==> src/rtl/spi_master.sv <==
// spi_master: SPI mode-0 master executing host commands (INIT clocking, CS low, CS high, byte transfer)
//
// Parameters:
//   DIV       SCLK half-period in clocks for byte transfers (1..255)
//   INIT_DIV  SCLK half-period in clocks for the INIT command (1..255)
// Ports:
//   i_clock     system clock, rising edge
//   i_reset     asynchronous active-high reset
//   o_spi_cs    chip select to slave, active low
//   o_spi_sclk  serial clock, idle low
//   i_spi_miso  serial data from slave
//   o_spi_mosi  serial data to slave, idles high
//   i_spi_sent  command strobe from host, rising edge starts i_spi_cmd
//   i_spi_cmd   00 INIT, 01 CS low, 10 CS high, 11 byte transfer
//   o_spi_din   last byte received from slave
//   i_spi_out   byte to transmit on a byte transfer
//   o_spi_st    {timeout, busy}
// Optional feature: define SPI_TIMEOUT_EN to build the timeout flag (received byte 8'hFF);
// without it o_spi_st[1] is tied low.
module spi_master #(
    parameter int DIV      = 2,
    parameter int INIT_DIV = 63
) (
    input  logic       i_clock,
    input  logic       i_reset,
    output logic       o_spi_cs,
    output logic       o_spi_sclk,
    input  logic       i_spi_miso,
    output logic       o_spi_mosi,
    input  logic       i_spi_sent,
    input  logic [1:0] i_spi_cmd,
    output logic [7:0] o_spi_din,
    input  logic [7:0] i_spi_out,
    output logic [1:0] o_spi_st
);
    typedef enum logic [1:0] {IDLE, CSSET, INIT, XFER} state_t;

    localparam logic [7:0] LP_DIV_M1  = 8'(DIV - 1);
    localparam logic [7:0] LP_INIT_M1 = 8'(INIT_DIV - 1);

    state_t     r_state;
    logic       r_sent_s1;
    logic       r_sent_s2;
    logic       r_sent_d;
    logic       r_busy;
    logic       r_cs_val;
    logic [6:0] r_tx;
    logic [7:0] r_rx;
    logic [7:0] r_cnt;
    logic [7:0] r_edge;
    logic       w_rise;
    logic       w_tick;
    logic       w_last;
    logic       w_init;

    assign w_rise = r_sent_s2 & ~r_sent_d;
    assign w_init = (r_state == INIT);
    assign w_tick = (r_cnt == 8'd0);
    // INIT makes 80 pulses (160 toggles), a transfer 8 pulses (16 toggles); the last toggle is always a fall
    assign w_last = (r_edge == (w_init ? 8'd159 : 8'd15));

    always_ff @(posedge i_clock or posedge i_reset) begin
        if (i_reset) begin
            r_state    <= IDLE;
            r_sent_s1  <= 1'b0;
            r_sent_s2  <= 1'b0;
            r_sent_d   <= 1'b0;
            r_busy     <= 1'b0;
            r_cs_val   <= 1'b1;
            r_tx       <= 7'd0;
            r_rx       <= 8'd0;
            r_cnt      <= 8'd0;
            r_edge     <= 8'd0;
            o_spi_cs   <= 1'b1;
            o_spi_sclk <= 1'b0;
            o_spi_mosi <= 1'b1;
            o_spi_din  <= 8'd0;
        end else begin
            r_sent_s1 <= i_spi_sent;
            r_sent_s2 <= r_sent_s1;
            r_sent_d  <= r_sent_s2;
            case (r_state)
                IDLE: begin
                    if (w_rise) begin
                        r_busy   <= 1'b1;
                        r_cs_val <= i_spi_cmd[1];
                        r_tx     <= i_spi_out[6:0];
                        r_edge   <= 8'd0;
                        r_cnt    <= (i_spi_cmd == 2'b00) ? LP_INIT_M1 : LP_DIV_M1;
                        case (i_spi_cmd)
                            2'b00: begin
                                r_state    <= INIT;
                                o_spi_cs   <= 1'b1;
                                o_spi_mosi <= 1'b1;
                            end
                            2'b11: begin
                                r_state    <= XFER;
                                o_spi_mosi <= i_spi_out[7];
                            end
                            default: r_state <= CSSET;
                        endcase
                    end
                end
                CSSET: begin
                    o_spi_cs <= r_cs_val;
                    r_busy   <= 1'b0;
                    r_state  <= IDLE;
                end
                INIT, XFER: begin
                    if (w_tick) begin
                        r_cnt  <= w_init ? LP_INIT_M1 : LP_DIV_M1;
                        r_edge <= r_edge + 8'd1;
                        if (w_last) begin
                            // final fall and completion share one clock so busy lasts exactly 16*DIV / 160*INIT_DIV
                            o_spi_sclk <= 1'b0;
                            o_spi_mosi <= 1'b1;
                            r_busy     <= 1'b0;
                            r_state    <= IDLE;
                            if (!w_init) o_spi_din <= r_rx;
                        end else begin
                            o_spi_sclk <= ~o_spi_sclk;
                            if (!w_init && !o_spi_sclk) r_rx <= {r_rx[6:0], i_spi_miso};
                            if (!w_init && o_spi_sclk) begin
                                o_spi_mosi <= r_tx[6];
                                r_tx       <= {r_tx[5:0], 1'b0};
                            end
                        end
                    end else begin
                        r_cnt <= r_cnt - 8'd1;
                    end
                end
            endcase
        end
    end

`ifdef SPI_TIMEOUT_EN
    logic r_timeout;
    logic w_accept;
    logic w_done;

    assign w_accept = (r_state == IDLE) & w_rise;
    assign w_done   = (r_state == XFER) & w_tick & w_last;

    always_ff @(posedge i_clock or posedge i_reset) begin
        if (i_reset)
            r_timeout <= 1'b0;
        else if (w_accept)
            r_timeout <= 1'b0;
        else if (w_done)
            r_timeout <= (r_rx == 8'hFF);
    end

    assign o_spi_st = {r_timeout, r_busy};
`else
    assign o_spi_st = {1'b0, r_busy};
`endif
endmodule

==> config.mk <==
export PLATFORM = sky130hd
export DESIGN_NAME = spi_master
export DESIGN_NICKNAME = d
export VERILOG_FILES = /design/src/rtl/spi_master.sv
export SDC_FILE = /design/constraint.sdc
export NUM_CORES = 1
export LEC_CHECK = 0
export CAP_MARGIN = 30
export CELL_PAD_IN_SITES_DETAIL_PLACEMENT = 1
export CELL_PAD_IN_SITES_GLOBAL_PLACEMENT = 2
export CORE_MARGIN = 4
export CORE_UTILIZATION = 38
export CTS_BUF_LIST = sky130_fd_sc_hd__clkbuf_8
export DETAILED_ROUTE_END_ITERATION = 8
export PLACE_DENSITY = 0.83
export RECOVER_POWER = 100
export SLEW_MARGIN = 20
export SYNTH_ARGS = -nofsm -noshare
export SYNTH_HDL_FRONTEND = slang
export SYNTH_SLANG_ARGS = --single-unit
==> constraint.sdc <==
create_clock -name i_clock -period 2.74 [get_ports i_clock]
set_clock_uncertainty 0.15 [all_clocks]
set_input_delay 0.411 -clock i_clock [delete_from_list [all_inputs] [get_ports i_clock]]
set_output_delay 0.411 -clock i_clock [all_outputs]
set_load 0.005 [all_outputs]
# After elaboration in Yosys (flattened, before gate mapping)
# Index checks and enable logic that the tools add are counted.
dict set report totals {
  ff_bits 49
  inputBits 14
  output_inout_bits 13
  wordCells 87
}
dict set report op_classes {
  n_addsub 2
  eq_ne 13
  mux 33
  bitwise_logic 5
  reduce_logical 20
}
# op n
set op_table {}
lappend op_table {{8-bit 2-to-1 mux} 5}
lappend op_table {{8-bit case mux with 2 select lines} 2}
lappend op_table {{7-bit 2-to-1 mux} 4}
lappend op_table {{7-bit case mux with 2 select lines} 1}
lappend op_table {{6-bit 2-to-1 mux} 2}
lappend op_table {{2-bit != test (second input constant)} 6}
lappend op_table {{1-bit 2-to-1 mux} 10}
lappend op_table {{5-bit AND reduction} 2}
lappend op_table {{3-bit AND reduction} 3}
lappend op_table {{8-bit by 1-bit adder with 8-bit output (second input constant)} 1}
lappend op_table {{8-bit equality test} 1}
lappend op_table {{8-bit zero test} 1}
lappend op_table {{4-bit AND reduction} 2}
lappend op_table {{8-bit by 1-bit subtractor with 8-bit output (second input constant)} 1}
lappend op_table {{2-bit equality test (second input constant)} 3}
lappend op_table {{2-bit 2-to-1 mux} 3}
lappend op_table {{1-bit case mux with 2 select lines} 3}
lappend op_table {{2-bit case mux with 3 select lines} 1}
lappend op_table {{2-bit AND reduction} 3}
lappend op_table {{2-bit zero test} 2}
lappend op_table {{1-bit inverter} 4}
lappend op_table {{2-bit case mux with 2 select lines} 1}
lappend op_table {{2-bit nonzero test} 2}
lappend op_table {{3-bit by 2-bit != test with 1-bit output (second input constant)} 1}
lappend op_table {{7 further kinds} 9}

# Logic depth before layout (Yosys ltp)
# Gate-level depths: netlist (run 1).
dict set report logic_depth {
  ltp_word 7
  depth_mapped 7
  ltp_nobuf 6
}

# Worst setup path after synthesis (run 1)
# No wires, ideal clock.
dict set report synth_path {
  path_kind {reg2reg}
  start {register r_state[0]}
  end {register o_spi_din[0]}
  setup_time_ps 125
  arrival_ps 1882
  slack_ps 584
  stages_incl_launch_ff 8
  n_path_buf 2
  period_less_slack_ps 2156
  path_cell_list {dfrtp_1 buf_6 and4b_1 a21oi_2 or2_2 buf_2 nor3_4 mux2_2}
}
dict set report synth_via {
  elab_chain_cells 4
}
# item line_no
set synth_rtl {}
lappend synth_rtl {{from (decl)} 41} ;# state_t r_state;
lappend synth_rtl {{from (signal assigned)} 64} ;# r_state <= IDLE;
lappend synth_rtl {{from (signal assigned)} 92} ;# r_state <= INIT;
lappend synth_rtl {{from (signal assigned)} 97} ;# r_state <= XFER;
lappend synth_rtl {{2-bit equality test} {57, 82}}
lappend synth_rtl {{8-bit 2-to-1 mux} 60} ;# assign w_last = (r_edge == (w_init ? 8'd159 : 8'd15));
lappend synth_rtl {{8-bit equality test} 60}
lappend synth_rtl {{4-bit AND reduction (no source line) (*)} -}
lappend synth_rtl {{to (signal assigned)} 119} ;# if (!w_init) o_spi_din <= r_rx;
lappend synth_rtl {{to (decl)} 32} ;# output logic [7:0] o_spi_din,
# Every way passes the cells marked *; elsewhere a longest branch is shown, timed or not.
# A chain may end at the register's enable or synchronous reset.

# Worst setup path after layout (run 1)
dict set report layout_path {
  start {register r_edge[0]}
  end {register o_spi_din[1]}
}
dict set report layout_via {
  elab_chain_cells 2
}
# item line_no
set layout_rtl {}
lappend layout_rtl {{from (decl)} 50} ;# logic [7:0] r_edge;
lappend layout_rtl {{from (signal assigned)} 112} ;# r_edge <= r_edge + 8'd1;
lappend layout_rtl {{8-bit equality test} 60}
lappend layout_rtl {{4-bit AND reduction (no source line)} -}
# No other way between the ends.

==> results by group, run 1 <==
Clock tree
  – Clk slew on worst S/H paths: 0.10 ns
  – TritonCTS Buffers: 5
  – Setup fix buffers added after clock tree synthesis: 0
  – Post-cts resize count: 0
  – Clock tree buffer depth: 2
  – Num Clock Sinks: 49
  – Buffer type at the clock tree root: sky130_fd_sc_hd__clkbuf_8
  – Number of H-tree levels: 2
  – Clock tree from TritonCTS: done
  – Hold buffer count at cts: 0
  – Clock latency of the later-clocked register in the worst-skew pair: 0.31 ns

STA
  – Final hold vios: 0
  – Slack of the critical path: 0.242 ns
  – Number of pins exceeding their max-slew limit in the final report: 0
  – Peak Freq: 0.400 GHz
  – Final clock period utilization by the worst path: 91.2%
  – Worst hold-check slack: 0.216 ns
  – Max-slew headroom: 18.6%
  – Number of endpoints failing setup at the final stage: 0
  – Total Neg Setup Slack: 0 ns
  – Transition time of the tightest slew-check pin: 1.22 ns
  – RSZ-0062 raised after global routing: no
  – Final period demand of the worst path: 2.50 ns

Floorplanning
  – Std-Cell Core Area: 6030 um2
  – Chip height: 87.3 um
  – Initial Utilization: 39.6%
  – Die X-Extent: 87.3 um
  – Full die area: 7620 um2
  – I/O Pins: 27
  – Number of placement rows: 28

Synth
  – Post-Synthesis Net Count: 236
  – Total number of yosys warnings: 0
  – Post-Syn Area: 2390 um2
  – Cell count after synthesis: 217
  – Dominant register cell in the synthesized netlist: sky130_fd_sc_hd__dfrtp_1
  – Synth cell types: 49
  – Share of async-settable or async-resettable flops after synthesis: 100%
  – Most area-hungry cell type in the Yosys netlist: sky130_fd_sc_hd__dfrtp_1
  – Dominant cell by count in the synthesized netlist: sky130_fd_sc_hd__dfrtp_1
  – Number of synthesized flops with an enable pin: 0
  – Post-synthesis average cell area: 11.0 um2
  – Area share of the leading cell type in the synthesized netlist: 48.2%
  – Yosys reg bits: 49
  – Synth top area cells: sky130_fd_sc_hd__dfrtp_1, sky130_fd_sc_hd__mux2_4, sky130_fd_sc_hd__mux2_2
  – Synth cell count leaders: sky130_fd_sc_hd__dfrtp_1, sky130_fd_sc_hd__nor2_1, sky130_fd_sc_hd__nand2_1, sky130_fd_sc_hd__o21ai_0, sky130_fd_sc_hd__inv_1
  – Sequential fraction of the synthesis area: 51.5%

Global route
  – Maximum number of pins on one net before global-route repair: 50
  – Initial antenna violation count: 0
  – Global-route congestion overflow total: 0
  – Vias in the first global route: 1902
  – Total Routing Usage GR: 15.2%
  – Wire length of the first global-routing pass: 9220 um

Cells and area
  – Fraction of layout instances using a drive strength above 1: 11.3%
  – Diode insertion count for antenna repair: 0
  – Final Net Count: 265
  – Post-route insts no fill: 322
  – Share of the core filled with cells: 45.7%
  – Post-route standard cell area excluding fillers: 2750 um2
  – Number of filler cells placed in the layout: 688
  – Post-synthesis to final-layout area growth: 15.2%

Routing
  – Iteration count of the initial detailed-routing pass: 4
  – Starting DRT DRC Count: 38
  – Routed wire length: 5330 um
  – DR DRC count: 0
  – Routed via count: 1745
  – Antenna-violating nets left: 0
  – Vias per std cell: 5.42
  – Mean routed wirelength per cell: 16.6 um

Power and ir drop
  – Power density normalized to cell area: 440 nW/um2
  – Worst ir drop on vdd: 241 uV
  – Pwr Total: 1.21 mW
  – Leak Pwr: 1.26 nW

Place
  – Total half-perimeter wirelength after legalization and detailed placement: 3930 um
  – Number of port buffers: 25
  – Cell Count Post-Placement: 314
  – Dpl cell area: 2730 um2
  – Worst setup slack after placement: 0.336 ns
  – Routability congestion estimate from global placement: 0.798

Critical path
  – Worst setup path class: reg -> reg
  – Largest fanout on the critical path: 8
  – Data required time of the worst path: 2.79 ns
  – Type of element capturing the critical path: flop
  – Startpoint kind of the worst setup timing path: flop
  – Arrival time at the worst endpoint: 2.55 ns

Job
  – Number of violations of the max-capacitance limit: 0

Worst hold path
  – Class of the worst hold path: reg -> reg

Run status
  – Result of the run: finished clean
## final timing paths
kind                                             from  cells after the start  slack, ns                       end
worst max register to register  r_edge[0]$_DFFE_PP0P_                      5       0.24  o_spi_din[1]$_DFFE_PP0P_
worst min register to register    r_sent_s1$_DFF_PP0_                      0       0.22       r_sent_s2$_DFF_PP0_
min in group asynchronous                     i_reset                      3       0.79       r_rx[1]$_DFFE_PP0P_
worst max-delay path            r_edge[0]$_DFFE_PP0P_                      5       0.24  o_spi_din[1]$_DFFE_PP0P_
max in group asynchronous                     i_reset                      3       0.92      r_cnt[2]$_DFFE_PP0P_
worst min-delay path              r_sent_s1$_DFF_PP0_                      0       0.22       r_sent_s2$_DFF_PP0_
## cells by family (layout without fill, tap and decap cells)
| kind of cell | Yosys count | after routing | synth area share (%) |
|---|---|---|---|
| compound gates | 48 | 48 | 13.4 |
| mux | 18 | 18 | 9.69 |
| flops | 49 | 49 | 51.5 |
| simple gates | 68 | 68 | 15.2 |
| other cells | 1 | 1 | 0.157 |
| fa+ha+maj | 5 | 5 | 2.62 |
| buf+inv | 20 | 50 | 4.50 |
| xor+xnor | 8 | 8 | 2.93 |
## sequential cells by signal (all words and copies together) (netlist names)
register / flops
r_busy: 1
r_cs_val: 1
o_spi_mosi: 1
o_spi_sclk: 1
o_spi_din: 8
r_sent_s1: 1
r_state: 2
o_spi_cs: 1
r_edge: 8
r_rx: 8
r_tx: 7
r_sent_d: 1
r_sent_s2: 1
r_cnt: 8
## critical path: stages (launching register included)
cell and delay [ns]:
sky130_fd_sc_hd__dfrtp_1 0.42, sky130_fd_sc_hd__ha_1 0.21, sky130_fd_sc_hd__nand4_1 0.19, sky130_fd_sc_hd__or2_0 0.40, sky130_fd_sc_hd__nor3_2 0.62, sky130_fd_sc_hd__mux2_2 0.41
## metal layers
metal,wire [um],vias up,part of all wire [%],global-route usage (%)
met3,187,6,3.5,3.12
met5,0,-,0,0
met2,2570,21,48,25.8
li1,-,836,-,-
met4,61,0,1.1,4.18
met1,2510,882,47,19.7
## cell usage in the layout (no fill, tap or decap), types with 2 or more instances in the layout
cell and count:
sky130_fd_sc_hd__o22ai_1 5, sky130_fd_sc_hd__mux2_1 8, sky130_fd_sc_hd__nor3_1 3, sky130_fd_sc_hd__xnor2_1 5, sky130_fd_sc_hd__a2bb2oi_1 6, sky130_fd_sc_hd__buf_4 2, sky130_fd_sc_hd__nand4_1 6, sky130_fd_sc_hd__clkbuf_8 5
sky130_fd_sc_hd__xor2_1 3, sky130_fd_sc_hd__mux2_2 9, sky130_fd_sc_hd__o31ai_1 2, sky130_fd_sc_hd__nand3_1 5, sky130_fd_sc_hd__a211oi_1 2, sky130_fd_sc_hd__clkdlybuf4s50_1 10, sky130_fd_sc_hd__a21oi_1 4, sky130_fd_sc_hd__inv_1 9
sky130_fd_sc_hd__dlygate4sd3_1 15, sky130_fd_sc_hd__dfstp_2 3, sky130_fd_sc_hd__o22a_1 2, sky130_fd_sc_hd__ha_1 5, sky130_fd_sc_hd__dfrtp_1 46, sky130_fd_sc_hd__clkbuf_1 4, sky130_fd_sc_hd__nor4_1 3, sky130_fd_sc_hd__a22oi_1 2
sky130_fd_sc_hd__nor2_1 20, sky130_fd_sc_hd__and2_1 2, sky130_fd_sc_hd__nand2_1 17, sky130_fd_sc_hd__o21ai_0 17
## report_power, final
part | leakage, nW | internal, mW | switching (mW)
Clock | 0.0447 | 0.185 | 0.258
Combinational | 0.584 | 0.0193 | 0.0207
Sequential | 0.636 | 0.727 | 0.00191
Total | 1.26 | 0.931 | 0.281
## final cells by class
| type | instances | area (um2) | share of cell area, % |
|---|---|---|---|
| Tap cell | 75 | 93.8 | 3.41 |
| Clock inverter | 3 | 25.0 | 0.909 |
| Timing Repair Buffer | 32 | 285 | 10.4 |
| Clock buffer | 5 | 68.8 | 2.50 |
| Inverter | 10 | 37.5 | 1.36 |
| Sequential cell | 49 | 1230 | 44.7 |
| Multi-Input combinational cell | 148 | 1010 | 36.8 |
No activity file was read; power rests on OpenSTA's default activity.
==> run 2, diff against run 1 <==
CELL_PAD_IN_SITES_DETAIL_PLACEMENT = unset   (was 1)
CELL_PAD_IN_SITES_GLOBAL_PLACEMENT = unset   (was 2)
CORE_UTILIZATION = 58   (was 38)
PLACE_DENSITY = 0.84   (was 0.83)
==> results by group, run 2 (synthesis gave the netlist of run 1 again) <==
Routing
  – Detailed-routed wire length on met3: 315 um
  – Routed via count: 1782
  – Vias per std cell: 6.02
  – Starting DRT DRC Count: 124
  – Antenna-violating nets left: 0
  – Uppermost routed layer: met4
  – Length of routed wiring on met1: 2190 um
  – Mean routed wirelength per cell: 17.3 um
  – Routed wire length: 5120 um
  – DR DRC count: 0
  – Iteration count of the initial detailed-routing pass: 4
  – Met2 WL: 2510 um

Global route
  – Initial antenna violation count: 0
  – Global-route congestion overflow total: 0
  – Vias in the first global route: 1751
  – Maximum number of pins on one net before global-route repair: 26
  – Total Routing Usage GR: 21.7%
  – Wire length of the first global-routing pass: 8540 um

Worst hold path
  – Hold worst-path end: r_sent_s2$_DFF_PP0_
  – Count of cells along the worst hold path: 0
  – Beginning of the worst hold path: r_sent_s1$_DFF_PP0_
  – Class of the worst hold path: reg -> reg

Floorplanning
  – Std-Cell Core Area: 4000 um2
  – Full die area: 5210 um2
  – Die X-Extent: 72.2 um
  – Chip height: 72.2 um
  – Number of placement rows: 23
  – I/O Pins: 27
  – Initial Utilization: 59.7%

STA
  – RSZ-0062 raised after global routing: no
  – Peak Freq: 0.403 GHz
  – Worst hold-check slack: 0.206 ns
  – Max-slew headroom: 14.7%
  – Total Neg Setup Slack: 0 ns
  – Number of endpoints failing setup at the final stage: 0
  – Final hold vios: 0
  – Number of pins exceeding their max-slew limit in the final report: 0
  – Transition time of the tightest slew-check pin: 1.28 ns
  – Final clock period utilization by the worst path: 90.5%
  – Final period demand of the worst path: 2.48 ns

Cells and area
  – Number of filler cells placed in the layout: 291
  – Fraction of layout instances using a drive strength above 1: 10.6%
  – Post-route insts no fill: 296
  – Post-route standard cell area excluding fillers: 2730 um2
  – Area occupied by registers: 1230 um2
  – Commonest non-fill, non-tap cells in the layout: sky130_fd_sc_hd__dfrtp_1, sky130_fd_sc_hd__nor2_1, sky130_fd_sc_hd__nand2_1, sky130_fd_sc_hd__o21ai_0, sky130_fd_sc_hd__dlygate4sd3_1
  – Area occupied by multi-input gates: 1010 um2
  – Post-synthesis to final-layout area growth: 14.1%
  – Most common library cell in the layout ignoring fill and taps: sky130_fd_sc_hd__dfrtp_1
  – Final Net Count: 264
  – Diode insertion count for antenna repair: 0

Clock tree
  – Clock latency of the later-clocked register in the worst-skew pair: 0.30 ns
  – Clock tree buffer depth: 2
  – Num Clock Sinks: 49
  – Number of H-tree levels: 2
  – Setup fix buffers added after clock tree synthesis: 0
  – Buffer type at the clock tree root: sky130_fd_sc_hd__clkbuf_8
  – Clk slew on worst S/H paths: 0.09 ns
  – Post-cts resize count: 0
  – Clock tree from TritonCTS: done
  – Hold buffer count at cts: 0
  – TritonCTS Buffers: 5

Critical path
  – Cell family with the largest share of critical-path delay: simple AND/OR/NAND/NOR gates
  – Capture point of the worst reg-to-reg path: r_rx[0]$_DFFE_PP0P_
  – Critical-path cell with the highest stage delay: sky130_fd_sc_hd__or3_1
  – Number of cells traversed by the worst register-to-register path: 5
  – Worst setup path class: reg -> reg
  – Arrival time at the worst endpoint: 2.52 ns
  – Flop2flop setup slack: 0.26 ns
  – Reg-to-reg critical path startpoint: r_cnt[5]$_DFFE_PP0P_
  – Critical path buffers and inverters: 0
  – Startpoint kind of the worst setup timing path: flop
  – Slowest cell delay on critical path: 0.50 ns
  – Type of element capturing the critical path: flop
  – Largest fanout on the critical path: 8
  – Worst path cell trace: nor4_4 > and4_1 > o21ai_2 > or3_1 > mux2_1
  – Data required time of the worst path: 2.78 ns

Power and ir drop
  – Worst ir drop on vdd: 327 uV
  – Power density normalized to cell area: 455 nW/um2
  – Pwr Total: 1.24 mW
  – Leak Pwr: 1.28 nW

Place
  – Total half-perimeter wirelength after legalization and detailed placement: 3770 um
  – Dpl cell area: 2680 um2
  – Cell Count Post-Placement: 288
  – Routability congestion estimate from global placement: 0.866
  – Number of port buffers: 25

Run status
  – Result of the run: finished clean

Job
  – Number of violations of the max-capacitance limit: 0
==> run 2: where the power goes <==
part / internal [mW] / switching [mW] / total [mW] / leakage [nW]
clock network: 0.229 / 0.242 / 0.470 / 0.0542
registers: 0.726 / 0.00243 / 0.729 / 0.635
logic: 0.0199 / 0.0220 / 0.0419 / 0.587
total: 0.975 / 0.266 / 1.24 / 1.28
==> run 2: per-layer routing <==
metal	track usage [%]	vias to the layer above
met3	6.23	13
met2	32.8	67
li1	-	834
met4	9.19	0
met5	0	-
met1	29.3	868
==> run 2: final cells by class <==
| cell class | instances | share of cell area [%] |
|---|---|---|
| Sequential cell | 49 | 45.1 |
| Inverter | 10 | 1.38 |
| Tap cell | 50 | 2.29 |
| Clock buffer | 7 | 3.53 |
| Timing Repair Buffer | 31 | 10.3 |
| Clock inverter | 1 | 0.184 |
| Multi-Input combinational cell | 148 | 37.2 |
==> run 2: stage by stage <==
step                      utilization (%)  worst slack, ns
final                                68.2            0.259
after global routing                 68.2            0.173
after CTS                            69.4            0.299
after detailed placement             66.9            0.324
after global placement               66.9            0.421
after floorplan                         -            0.584
==> run 2: worst max path at each step <==
stage / start / endpoint / slack [ns] / depth (start not counted)
2_1_floorplan: r_state[0]$_DFFE_PP0P_ / o_spi_din[0]$_DFFE_PP0P_ / 0.58 / 7
3_3_place_gp: r_cnt[5]$_DFFE_PP0P_ / r_rx[0]$_DFFE_PP0P_ / 0.42 / 5
3_5_place_dp: r_cnt[5]$_DFFE_PP0P_ / r_rx[0]$_DFFE_PP0P_ / 0.32 / 5
4_1_cts: r_cnt[5]$_DFFE_PP0P_ / r_rx[0]$_DFFE_PP0P_ / 0.30 / 5
5_1_grt: r_cnt[5]$_DFFE_PP0P_ / r_rx[3]$_DFFE_PP0P_ / 0.17 / 5
6_report: r_cnt[5]$_DFFE_PP0P_ / r_rx[0]$_DFFE_PP0P_ / 0.26 / 5
==> run 2: worst reg2reg max path: stages (launching register included) <==
cell and delay, ns:
sky130_fd_sc_hd__dfrtp_1 0.44, sky130_fd_sc_hd__nor4_4 0.42, sky130_fd_sc_hd__and4_1 0.37, sky130_fd_sc_hd__o21ai_2 0.09
sky130_fd_sc_hd__or3_1 0.50, sky130_fd_sc_hd__mux2_1 0.39
==> run 3, diff against run 2 <==
CORE_MARGIN = 2   (was 4)
MAX_ROUTING_LAYER = met4   (was unset)
==> results by group, run 3 (synthesis gave the netlist of run 1 again) <==
Routing
  – Mean routed wirelength per cell: 16.5 um
  – Vias per std cell: 5.94
  – Iteration count of the initial detailed-routing pass: 5
  – Routed via count: 1759
  – Starting DRT DRC Count: 105
  – DR DRC count: 0
  – Antenna-violating nets left: 0
  – Routed wire length: 4880 um

Clock tree
  – Buffer type at the clock tree root: sky130_fd_sc_hd__clkbuf_8
  – Hold buffer count at cts: 0
  – Clock tree from TritonCTS: done
  – Clock latency of the later-clocked register in the worst-skew pair: 0.30 ns
  – Clock tree buffer depth: 2
  – TritonCTS Buffers: 5
  – Number of H-tree levels: 2
  – Post-cts resize count: 0
  – Clk slew on worst S/H paths: 0.08 ns
  – Setup fix buffers added after clock tree synthesis: 0
  – Num Clock Sinks: 49

Floorplanning
  – Initial Utilization: 60.1%
  – Std-Cell Core Area: 3970 um2
  – I/O Pins: 27
  – Chip height: 68.2 um
  – Number of placement rows: 23
  – Full die area: 4650 um2
  – Die X-Extent: 68.2 um

Place
  – Number of port buffers: 25
  – Total half-perimeter wirelength after legalization and detailed placement: 3610 um
  – Routability congestion estimate from global placement: 0.835
  – Cell Count Post-Placement: 288

Cells and area
  – Most common library cell in the layout ignoring fill and taps: sky130_fd_sc_hd__dfrtp_1
  – Commonest non-fill, non-tap cells in the layout: sky130_fd_sc_hd__dfrtp_1, sky130_fd_sc_hd__nor2_1, sky130_fd_sc_hd__nand2_1, sky130_fd_sc_hd__o21ai_0, sky130_fd_sc_hd__dlygate4sd3_1
  – Post-route insts no fill: 296
  – Final Net Count: 264
  – Post-synthesis to final-layout area growth: 14.9%
  – Diode insertion count for antenna repair: 0
  – Fraction of layout instances using a drive strength above 1: 11.0%

Power and ir drop
  – Sequential power share: 56.2%
  – Leak Pwr: 1.27 nW
  – Switching power of the nets: 0.255 mW
  – Share of total power in the clock network: 40.7%
  – Sw Ratio: 19.6%
  – Logic gate share of total power: 3.1%
  – Worst ir drop on vdd: 354 uV
  – Internal power: 1.04 mW
  – Power density normalized to cell area: 473 nW/um2

Global route
  – Maximum number of pins on one net before global-route repair: 24
  – Vias in the first global route: 1727
  – Initial antenna violation count: 0
  – Met1 usage in global routing: 33.4%
  – Global Route met3 Usage: 4.93%
  – Total Routing Usage GR: 24.3%
  – Wire length of the first global-routing pass: 8050 um
  – Most crowded layer after global routing: met2
  – Global-route congestion overflow total: 0
  – Met2 capacity usage during global routing: 37.9%

STA
  – Number of endpoints failing setup at the final stage: 0
  – Number of pins exceeding their max-slew limit in the final report: 0
  – Final clock period utilization by the worst path: 89.4%
  – Transition time of the tightest slew-check pin: 1.14 ns
  – Max-slew headroom: 23.7%
  – Final hold vios: 0
  – Total Neg Setup Slack: 0 ns
  – RSZ-0062 raised after global routing: no
  – Final period demand of the worst path: 2.45 ns
  – Peak Freq: 0.408 GHz

Critical path
  – Worst setup path class: reg -> reg
  – Largest fanout on the critical path: 8
  – Type of element capturing the critical path: flop
  – Startpoint kind of the worst setup timing path: flop
  – Number of cells traversed by the worst register-to-register path: 5
  – Arrival time at the worst endpoint: 2.49 ns
  – Data required time of the worst path: 2.78 ns

Worst hold path
  – Class of the worst hold path: reg -> reg
  – Count of cells along the worst hold path: 0

Job
  – Number of violations of the max-capacitance limit: 0

Run status
  – Result of the run: finished clean
## run 3: changes by cell type in the layout (fill, tap and decap cells not counted), sizes merged
| cell | change |
|---|---|
| clkinvlp | +1 |
| clkdlybuf4s50 | -1 |
| dlygate4sd3 | +1 |
| clkinv | -1 |
| bufinv | +1 |
| buf | -1 |
## run 3: worst max-delay path, cell delays in order, from the launching register on
cell and delay (ns):
sky130_fd_sc_hd__dfrtp_1 0.44, sky130_fd_sc_hd__nor4_4 0.40, sky130_fd_sc_hd__and4_1 0.36, sky130_fd_sc_hd__o21ai_2 0.09, sky130_fd_sc_hd__or3_1 0.50, sky130_fd_sc_hd__mux2_1 0.39
## run 3: area by class of cell
cell class,count,area [um2]
clock buffers,6,82.6
multi-input cells,148,1020
clock inverters,2,37.5
flip-flops and latches,49,1230
repair buffers,31,277
fillers,290,1230
inverters,10,37.5
well taps,50,62.6
## run 3: stage by stage
stage | setup WS (ns) | instance area, um2 | power, mW | hold slack (ns) | utilization, %
finish | 0.291 | 2750 | 1.30 | 0.208 | 69.1
global route | 0.147 | 2750 | 1.34 | 0.228 | 69.1
CTS | 0.303 | 2800 | 1.31 | 0.193 | 70.4
detailed placement | 0.350 | 2680 | 0.788 | 0.188 | 67.4
global placement | 0.416 | 2680 | 0.787 | 0.190 | 67.4
floorplan | 0.584 | 2390 | 0.759 | 0.181 | -
## run 3: power groups by stage
stage | combinational [mW] | sequential, mW | clock (mW)
after detailed placement | 0.0449 | 0.743 | 0
final | 0.0403 | 0.729 | 0.528
after global routing | 0.0458 | 0.729 | 0.562
after floorplan | 0.0171 | 0.742 | 0
after global placement | 0.0444 | 0.743 | 0
after CTS | 0.0448 | 0.729 | 0.533
## run 3: worst paths after layout
path	slack, ns	from	endpoint
max	0.29	r_cnt[5]$_DFFE_PP0P_	r_rx[3]$_DFFE_PP0P_
min	0.21	r_sent_s1$_DFF_PP0_	r_sent_s2$_DFF_PP0_
max reg2reg	0.29	r_cnt[5]$_DFFE_PP0P_	r_rx[3]$_DFFE_PP0P_
min reg2reg	0.21	r_sent_s1$_DFF_PP0_	r_sent_s2$_DFF_PP0_
max in group asynchronous	0.72	i_reset	r_sent_d$_DFF_PP0_
min in group asynchronous	0.36	i_reset	o_spi_din[7]$_DFFE_PP0P_
## run 3: per-layer routing
| layer | up-vias | share of wire [%] |
|---|---|---|
| li1 | 832 | - |
| met1 | 876 | 45 |
| met2 | 44 | 49 |
| met3 | 7 | 3.8 |
| met4 | 0 | 1.4 |
| met5 | - | 0 |
